[src/rtl/split_sched.sv]
// split_sched: pulls words from one source FIFO and deals them out to two
// sinks in bursts of stage_r words, alternating channels, until num_r words
// have been delivered. One word in flight at a time: FETCH -> CAPTURE -> PUSH.
module split_sched #(
  parameter int DW = 32
) (
  input  logic          clk,
  input  logic          rst,
  input  logic          start,
  input  logic          abort,
  input  logic [31:0]   cfg_num,
  input  logic [31:0]   cfg_stagecnt,
  input  logic          idata_rdy,
  input  logic [DW-1:0] idata,
  output logic          idata_pop,
  input  logic          odata1_rdy,
  input  logic          odata2_rdy,
  output logic          odata1_push,
  output logic          odata2_push,
  output logic [DW-1:0] odata1,
  output logic [DW-1:0] odata2,
  output logic          busy,
  output logic          done,
  output logic          chan_sel,
  output logic [31:0]   xfer_cnt
);

  typedef enum logic [2:0] {
    S_IDLE    = 3'd0,
    S_FETCH   = 3'd1,
    S_CAPTURE = 3'd2,
    S_PUSH    = 3'd3,
    S_DONE    = 3'd4
  } state_e;

  state_e        state_q, state_d;
  logic [31:0]   num_q,   num_d;
  logic [31:0]   stage_q, stage_d;
  logic [31:0]   xfer_q,  xfer_d;
  logic [31:0]   burst_q, burst_d;
  logic          chan_q,  chan_d;
  logic [DW-1:0] data_q,  data_d;

  logic [31:0]   xfer_inc, burst_inc;
  logic          sel_rdy;

  assign xfer_inc  = xfer_q + 32'd1;
  assign burst_inc = burst_q + 32'd1;
  assign sel_rdy   = chan_q ? odata2_rdy : odata1_rdy;

  // State and datapath registers; reset drops any job in progress.
  always_ff @(posedge clk or negedge rst) begin
    if (!rst) begin
      state_q <= S_IDLE;
      num_q   <= '0;
      stage_q <= '0;
      xfer_q  <= '0;
      burst_q <= '0;
      chan_q  <= 1'b0;
      data_q  <= '0;
    end else begin
      state_q <= state_d;
      num_q   <= num_d;
      stage_q <= stage_d;
      xfer_q  <= xfer_d;
      burst_q <= burst_d;
      chan_q  <= chan_d;
      data_q  <= data_d;
    end
  end

  // Next-state, counter updates and strobes. abort wins over everything in
  // the busy states and leaves the counters where they are.
  always_comb begin
    state_d     = state_q;
    num_d       = num_q;
    stage_d     = stage_q;
    xfer_d      = xfer_q;
    burst_d     = burst_q;
    chan_d      = chan_q;
    data_d      = data_q;
    idata_pop   = 1'b0;
    odata1_push = 1'b0;
    odata2_push = 1'b0;
    unique case (state_q)
      S_IDLE: begin
        if (start) begin
          num_d   = cfg_num;
          // a zero burst length would never switch channel; treat it as 1
          stage_d = (cfg_stagecnt == 32'd0) ? 32'd1 : cfg_stagecnt;
          xfer_d  = '0;
          burst_d = '0;
          chan_d  = 1'b0;
          state_d = (cfg_num == 32'd0) ? S_DONE : S_FETCH;
        end
      end
      S_FETCH: begin
        if (abort) begin
          state_d = S_IDLE;
        end else if (idata_rdy) begin
          idata_pop = 1'b1;
          state_d   = S_CAPTURE;
        end
      end
      S_CAPTURE: begin
        // the popped word is only taken if the job survives this cycle
        if (abort) begin
          state_d = S_IDLE;
        end else begin
          data_d  = idata;
          state_d = S_PUSH;
        end
      end
      S_PUSH: begin
        if (abort) begin
          state_d = S_IDLE;
        end else if (sel_rdy) begin
          odata1_push = ~chan_q;
          odata2_push = chan_q;
          xfer_d      = xfer_inc;
          if (burst_inc == stage_q) begin
            burst_d = '0;
            chan_d  = ~chan_q;
          end else begin
            burst_d = burst_inc;
          end
          state_d = (xfer_inc == num_q) ? S_DONE : S_FETCH;
        end
      end
      S_DONE: begin
        state_d = S_IDLE;
      end
      default: begin
        state_d = S_IDLE;
      end
    endcase
  end

  assign busy     = (state_q == S_FETCH) || (state_q == S_CAPTURE) || (state_q == S_PUSH);
  assign done     = (state_q == S_DONE);
  assign chan_sel = chan_q;
  assign xfer_cnt = xfer_q;
  assign odata1   = data_q;
  assign odata2   = data_q;

endmodule

[config.mk]
export PLATFORM = sky130hd
export DESIGN_NAME = split_sched
export DESIGN_NICKNAME = d
export VERILOG_FILES = /design/src/rtl/split_sched.sv
export SDC_FILE = /design/constraint.sdc
export NUM_CORES = 1
export LEC_CHECK = 0
export CORE_UTILIZATION = 25
export DETAILED_ROUTE_END_ITERATION = 8
export GPL_TIMING_DRIVEN = 1
export PLACE_DENSITY_LB_ADDON = 0.05
export SLEW_MARGIN = 10
export SYNTH_ARGS = -nofsm -noshare
export SYNTH_HDL_FRONTEND = slang
export SYNTH_SLANG_ARGS = --single-unit
export TNS_END_PERCENT = 1
[constraint.sdc]
create_clock -name clk -period 2.95 [get_ports clk]
set_clock_uncertainty 0.05 [all_clocks]
set_input_delay 0.7375 -clock clk [delete_from_list [all_inputs] [get_ports clk]]
set_output_delay 0.7375 -clock clk [all_outputs]
set_load 0.02 [all_outputs]
Word level (Yosys, flattened, before mapping)
Cells that the tools add are included.
W data, S select, Z words.

word-level totals
  register bits after elaboration = 164
  input port bits = 103
  output and inout port bits = 102
  word-level logic and storage cells = 67

cells by class
  add/subtract/negate cells = 2
  equality and inequality tests = 12
  multiplexer cells = 33
  bitwise logic cells = 2
  reduce and logical (&&, ||, !) cells = 11

operators with widths
  operator                 number
  $mux W32                 7
  $pmux W32 S2             2
  $add A32 B1 Y32 const B  2
  $eq A32 B32 Y1           2
  $logic_not A32 Y1        2
  $mux W3                  7
  $mux W1                  14
  $pmux W3 S4              1
  $ne A2 B2 Y1 const B     4
  $eq A3 B2 Y1 const B     2
  $ne A3 B3 Y1 const B     2
  $reduce_and A5 Y1        1
  $reduce_and A2 Y1        2
  $reduce_and A4 Y1        1
  $eq A3 B1 Y1 const B     1
  $eq A3 B3 Y1 const B     1
  $logic_not A3 Y1         1
  $reduce_and A3 Y1        1
  $logic_or A1 B1 Y1       2
  $mux W2                  1
  $not A1 Y1               2
  $pmux W1 S2              1
  $reduce_bool A2 Y1       1

Logic depth before layout (Yosys ltp)
Gate-level depths: netlist of the first run.

  depth after elaboration = 6
  depth in mapped cells = 12
  gate-level depth less buffers = 9

Least setup slack after synthesis of the first run
Ideal clock, no wire load.

  path kind = reg-to-reg
  start = register burst_q[0]
  end = register burst_q[25]
  setup time = 0.135 ns
  arrival = 3.116 ns
  required time = 2.765 ns
  setup slack = -0.352 ns
  cell stages (with the launch flop) = 13
  buffers on the path = 3
  period minus slack after synthesis = 3.302 ns
  cells stage by stage = dfrtp_1 -> ha_1 -> nand3_2 -> or4_1 -> clkbuf_2 -> or4_1 -> a221o_1 -> nor4_2 -> nand4_2 -> buf_6 -> buf_6 -> a21oi_1 -> o31ai_1

on the way
  word-level cells in the longest chain between the ends = 6

RTL lines
  item                    line  source
  start, declared         40    logic [31:0] burst_q, burst_d;
  start signal, assigned  66    burst_q <= burst_d;
  $add A32 B1 Y32 (*)     48    assign burst_inc = burst_q + 32'd1;
  $eq A32 B32 Y1          121   if (burst_inc == stage_q) begin
  $mux W32 (*)            121
  $mux W32 (*)            117   end else if (sel_rdy) begin
  $mux W32 (*)            115   if (abort) begin
  $pmux W32 S2 (*)        85    unique case (state_q)

Every way passes the cells marked *; elsewhere a longest branch is shown, timed or not. The select of a mux whose other input is x is not followed.
A chain may end at the register's enable or synchronous reset.

Final worst setup path of the first run
  start = register burst_q[0]
  end = register burst_q[1]

Same word-level chain as after synthesis.

==> summary.md, run 1 <==
| Metric | Value |
|---|---|
| GPL Wtd Cong | `~0.9` |
| Placement Setup Slack | `-0.294 ns` |
| Clock root buffer | `clkbuf_16` |
| Area contributors post-synth | `dfrtp_1, mux2_2, xnor2_1, o21ai_0, nand2_1` |
| Fill count | `between 4,000 and 5,000` |
| Final Power | `11.6 mW` |
| YS warnings | `0` |
| Total GRT Usage | `between 10% and 20%` |
| Initial antenna violation count | `0` |
| Max Cap Violations | `0` |
| Routed via count | `between 9,000 and 10,000` |
| Number of buffers added by the clock tree synthesis step | `17` |
| DP HPWL | `about 30,000 um` |
| Post-synth EDFFs | `0` |
| Num Clock Sinks | `between 150 and 200` |
| Core footprint | `slightly above 40,000 um2` |
| Ports | `around 210` |
| Via density per instance | `around 5` |
| Post-DP Area | `between 10,000 and 15,000 um2` |
| Hold-fix buffers, CTS | `0` |
| CP Max Fanout | `6` |
| Placed cells | `slightly below 2,000` |
| Sequential share of the synthesized area | `around 40%` |
| Final worst slack | `-0.244 ns` |
| Die W | `roughly 210 um` |
| Max Freq | `roughly 310 MHz` |
| Startpoint Class | `register` |
| Routed len/inst | `19.9 um` |
| Area leader, netlist | `dfrtp_1` |
| Yosys top cell area share | `between 30% and 40%` |
| CP Capture Type | `register` |
| Worst endpoint required time | `roughly 3.2 ns` |
| Worst Tran Pin Value | `just under 0.7 ns` |
| GRT overflow | `0` |
| Async SR Flop Fraction | `100%` |
| Lkg Pwr | `6.07 nW` |
| Post-Syn Area | `between 10,000 and 15,000 um2` |
| Final setup fails | `33` |
| RSZ-0062 raised after global routing | `yes` |
| VDD IR-drop max | `roughly 0.45 mV` |
| Diodes inserted | `0` |
| Critical Path AT | `approximately 3.5 ns` |
| Final setup TNS | `-6.57 ns` |
| Clock-pin slew on the worst setup and hold paths | `roughly 0.070 ns` |
| Post-route cell area | `14,900 um2` |
| H-tree Lvls | `4` |
| Slew Viols, Final | `0` |
| Top-count cell post-synth | `dfrtp_1` |
| Share of layout cells above drive strength 1 | `25.6%` |
| Drt initial violations | `roughly 530` |
| Hold WS | `0.226 ns` |
| Yosys cell types | `65` |
| Fin cells | `approximately 2,000` |
| Synthesized netlist cell count | `approximately 1,100` |
| Status | `finished, violations left` |
| Finished Core Util | `a little over a third` |
| Main synth FF type | `dfrtp_1` |
| Post-Route WL | `39,100 um` |
| Syn avg cell area | `a little over 9 um2` |
| Starting Density | `approximately a quarter` |
| Area growth from synthesis to layout | `44.2%` |
| Pwr per Cell Area | `roughly 780 nW/um2` |
| Tcrit/Tclk final | `108%` |
| DRC viols | `0` |
| Post-route minimum period | `around 3.2 ns` |
| Hold crit path type | `in2async` |
| Max clock buf depth | `2` |
| Pre-antenna DRT Iters | `5` |
| Net count after synthesis | `1,214` |
| Row cnt | `74` |
| Nets | `1,528` |
| Maximum number of pins on one net before global-route repair | `57` |
| Final hold violation count | `0` |
| Top cells by count, synth | `dfrtp_1, mux2_2, nand2_1, o21ai_0, clkbuf_1` |
| Clock Latency Late Sink | `0.44 ns` |
| Failing checks | `negative setup slack` |
| CTS tree | `done` |
| Number of global-route vias before repair | `roughly 9,900` |
| Die height | `~210 um` |
| Seq cells post-synth | `164` |
| First-pass GRT wire length | `just under 60,000 um` |
| Port buffer count | `between 200 and 250` |
| Die area | `around 42,000 um2` |
| Remaining antenna violation count | `0` |
| WS Path Type | `reg2reg` |
| Max-slew headroom | `a little over half` |
-- worst max-delay path, cell delays in order (launching register included) --
cell and delay [ns]:
dfrtp_1 0.36, buf_6 0.13, ha_4 0.14, nand3_4 0.10, or4_4 0.55, or4_4 0.48, a221o_1 0.33, nor4_2 0.19
nand4_2 0.12, buf_6 0.16, nor2_4 0.15, buf_4 0.20, o21ai_0 0.10
-- logic make-up (layout without fill, tap and decap cells) --
| family | Yosys count | in the layout | share of synthesized area (%) |
|---|---|---|---|
| AND/OR/NAND/NOR | 397 | 397 | 21.3 |
| AO/OA/AOI/OAI | 236 | 236 | 14.8 |
| flip-flops | 164 | 164 | 39.7 |
| buffers and inverters | 130 | 457 | 6.30 |
| multiplexers | 101 | 101 | 10.9 |
| XOR/XNOR | 79 | 79 | 6.70 |
| adder cells (fa/ha/maj) | 2 | 2 | 0.242 |
-- where the power goes --
group          total [mW]  switching [mW]  internal (mW)
logic                5.38            2.62           2.76
registers            3.80           0.758           3.04
clock network        2.47            1.01           1.46
-- what timing repair did --
| action | 4_1_cts | 5_1_grt |
|---|---|---|
| pin swaps | 8 | 2 |
| cloned | 0 | 1 |
| setup buffers | 0 | 1 |
| endpoints found under the setup margin | 37 | 36 |
| gates resized for setup | 35 | 6 |
-- registers in the layout, indices dropped and copies added, names as in the netlist --
signal / count
num_q: 32
state_q: 3
xfer_cnt: 32
burst_q: 32
stage_q: 32
odata1: 32
chan_sel: 1
-- area by class of cell --
cell class                      count  area [um2]  share of cell area (%)
Clock buffer                       23         498                    3.34
Clock inverter                      9         138                   0.924
Inverter                           10        37.5                   0.252
Multi-Input combinational cell    815        5680                    38.1
Sequential cell                   164        4100                    27.6
Tap cell                          532         666                    4.47
Timing Repair Buffer              415        3770                    25.3
-- layer usage --
layer  vias up  GRT usage [%]  wire length (um)
li1       4729              -                 -
met1      4834           24.0             17300
met2       170           31.9             19600
met3        33           3.69              1370
met4         0           5.13               763
met5         -              0                 0
-- layout by cell type, fill, tap and decap left out, types with 4 or more instances in the layout --
cell type        synthesis  layout
nand4_1                 34      34
inv_1                   10      10
nor2_1                  49      47
a211oi_1                 6       6
buf_4                   36     196
a22o_1                  24      24
or4_1                   25      23
clkbuf_16                0      18
a22oi_1                  4       4
xnor2_1                 53      53
o41ai_1                  9       9
a21boi_0                 5       4
nor4b_1                  6       4
o21ai_0                 80      62
and2_1                  15      15
clkdlybuf4s50_1          0     199
nor4_2                   2       4
a31oi_1                  7       7
nand2_1                 81      81
buf_6                    2       6
clkbuf_8                 0       5
and4_1                   8       8
and3_1                  42      42
or2_2                    6       6
o21ai_1                  0      17
mux2_2                  95      95
nand3_1                 38      38
a21oi_1                 47      46
o2111ai_1                5       4
or3_1                   11      11
xor2_1                  26      26
buf_12                   0       9
nor4_1                  40      37
nor3_1                  24      23
dfrtp_1                164     164
o31ai_1                 17      17
mux2i_1                  6       6
-- path summary, 6_finish.rpt --
path                                   startpoint                       to  slack (ns)  depth (start not counted)
hold reg to reg            stage_q[0]$_DFFE_PN0P_   stage_q[0]$_DFFE_PN0P_        0.45                          2
setup / recovery           burst_q[0]$_DFFE_PN0P_   burst_q[1]$_DFFE_PN0P_       -0.24                         12
min in group clk           stage_q[0]$_DFFE_PN0P_   stage_q[0]$_DFFE_PN0P_        0.45                          2
hold / removal                                rst  stage_q[15]$_DFFE_PN0P_        0.23                          1
max in group asynchronous                     rst    num_q[16]$_DFFE_PN0P_        1.86                          2
setup reg to reg           burst_q[0]$_DFFE_PN0P_   burst_q[1]$_DFFE_PN0P_       -0.24                         12
No activity file was read; power rests on OpenSTA's default activity.
==> run 2, diff against run 1 <==
--- a/config.mk
+++ b/config.mk
@@ -8,6 +8,7 @@
 export CORE_UTILIZATION = 25
 export DETAILED_ROUTE_END_ITERATION = 8
 export GPL_TIMING_DRIVEN = 1
+export MAX_ROUTING_LAYER = met4
 export PLACE_DENSITY_LB_ADDON = 0.05
 export SLEW_MARGIN = 10
 export SYNTH_ARGS = -nofsm -noshare
==> summary.md, run 2 (same netlist as run 1, synthesis figures left out) <==
| Metric | Value |
|---|---|
| Status | `finished, violations left` |
| Failing checks | `negative setup slack` |
| Area growth from synthesis to layout | `44.1%` |
| Clock Latency Late Sink | `approximately 0.45 ns` |
| CP Max Fanout | `7` |
| Crit path cell chain | `ha_4, nand3_4, or4_4, or4_4, a221o_1, nor4_2, nand4_2, buf_4, a21oi_1, o21ai_0` |
| First-pass GRT wire length | `59,900 um` |
| Placed cells | `roughly 1,900` |
| Most frequent CP cell | `or4_4` |
| Most common cell after layout, fill and taps aside | `buf_4` |
| Total GRT Usage | `about 20%` |
| Share of layout cells above drive strength 1 | `a little over a quarter` |
| Die area | `about 42,000 um2` |
| DRC viols | `0` |
| Number of global-route vias before repair | `~10,000` |
| Clock root buffer | `clkbuf_16` |
| H-tree Lvls | `4` |
| CP Capture Type | `register` |
| Final setup fails | `33` |
| Via density per instance | `just under 5` |
| DP HPWL | `around 30,000 um` |
| GRT overflow | `0` |
| Number of buffers added by the clock tree synthesis step | `17` |
| Crit path largest cell delay | `roughly 0.55 ns` |
| Routed via count | `about 9,800` |
| Die W | `roughly 210 um` |
| WS Path Type | `reg2reg` |
| GPL Wtd Cong | `slightly above 0.9` |
| Diodes inserted | `0` |
| CTS tree | `done` |
| Worst Tran Pin Value | `~0.71 ns` |
| Pre-antenna DRT Iters | `5` |
| Post-Route WL | `39,300 um` |
| Most frequent cells in the layout | `buf_4, clkdlybuf4s50_1, dfrtp_1` |
| Post-route minimum period | `roughly 3.1 ns` |
| Hold crit path type | `in2async` |
| Worst endpoint required time | `about 3.2 ns` |
| Initial antenna violation count | `0` |
| Final Power | `roughly 11 mW` |
| Remaining antenna violation count | `0` |
| Startpoint Class | `register` |
| Max Cap Violations | `0` |
| Tcrit/Tclk final | `106%` |
| Port buffer count | `204` |
| Ports | `between 200 and 250` |
| Starting Density | `between 20% and 30%` |
| Die height | `205 um` |
| Routed len/inst | `approximately 20 um` |
| Row cnt | `74` |
| Slew Viols, Final | `0` |
| RSZ-0062 raised after global routing | `yes` |
| Nets | `roughly 1,500` |
| Core footprint | `roughly 40,000 um2` |
| Final hold violation count | `0` |
| Post-DP Area | `approximately 14,000 um2` |
| VDD IR-drop max | `0.525 mV` |
| Post-route cell area | `roughly 15,000 um2` |
| Final worst slack | `-0.182 ns` |
| Lkg Pwr | `6.04 nW` |
| Num Clock Sinks | `between 150 and 200` |
| Finished Core Util | `36.4%` |
| Pwr per Cell Area | `between 700 and 800 nW/um2` |
| Clock-pin slew on the worst setup and hold paths | `approximately 0.070 ns` |
| Maximum number of pins on one net before global-route repair | `53` |
| Critical-path top delay cell | `or4_4` |
| Drt initial violations | `a little under 500` |
| Max Freq | `~320 MHz` |
| Max clock buf depth | `2` |
| Max-slew headroom | `a little over half` |
| Critical Path AT | `~3.4 ns` |
| Fin cells | `1,968` |
==> run 2: final timing paths <==
path | from | to | slack [ns] | depth (start not counted)
worst max register to register | burst_q[1]$_DFFE_PN0P_ | burst_q[21]$_DFFE_PN0P_ | -0.18 | 10
min in group clk | stage_q[0]$_DFFE_PN0P_ | stage_q[0]$_DFFE_PN0P_ | 0.44 | 2
max in group asynchronous | rst | stage_q[31]$_DFFE_PN0P_ | 1.98 | 2
worst max-delay path | burst_q[1]$_DFFE_PN0P_ | burst_q[21]$_DFFE_PN0P_ | -0.18 | 10
worst min-delay path | rst | stage_q[15]$_DFFE_PN0P_ | 0.16 | 1
worst min register to register | stage_q[0]$_DFFE_PN0P_ | stage_q[0]$_DFFE_PN0P_ | 0.44 | 2
==> run 2: what timing repair did <==
item                       4_1_cts  5_1_grt
gates resized for setup         30       16
setup endpoints to repair       37       36
buffers inserted                 0        3
hold buffers                     0        0
pin swaps                        5        4
==> run 2: critical path: cells and delay by family, from the launching register on <==
kind / cells / cell delay, ns
buffers and inverters: 1 / 0.25
flip-flops: 1 / 0.41
AND/OR/NAND/NOR: 5 / 1.49
AO/OA/AOI/OAI: 3 / 0.63
adder cells (fa/ha/maj): 1 / 0.17
==> run 2: metrics by stage <==
step           setup WS, ns  TNS [ns]  hold WS [ns]
2_1_floorplan        -0.166     -4.23         0.392
3_3_place_gp         -0.360    -11.13         0.428
3_5_place_dp         -0.388    -12.56         0.435
4_1_cts              -0.182     -4.38         0.152
5_1_grt              -0.290     -7.97         0.166
6_report             -0.182     -3.19         0.165
==> run 2: metal layers <==
layer  wire, um  track usage, %  part of all wire [%]
met5          0               -                     0
met4        523            4.92                   1.3
met3       1090            2.77                   2.8
met2      19900            32.3                    51
met1      17800            24.7                    45
==> run 2: where the power goes <==
part	switching (mW)	internal [mW]	total, mW
clock	1.01	1.24	2.25
combinational	2.57	2.74	5.31
sequential	0.840	3.04	3.88
==> run 2: final cells by class <==
type / instances / area [um2]
multi-input combinational: 815 / 5740
clock inverter: 12 / 133
timing repair buffer: 417 / 3760
tap: 532 / 666
clock buffer: 18 / 429
sequential: 164 / 4110
inverter: 10 / 37.5
fill: 4159 / 26000
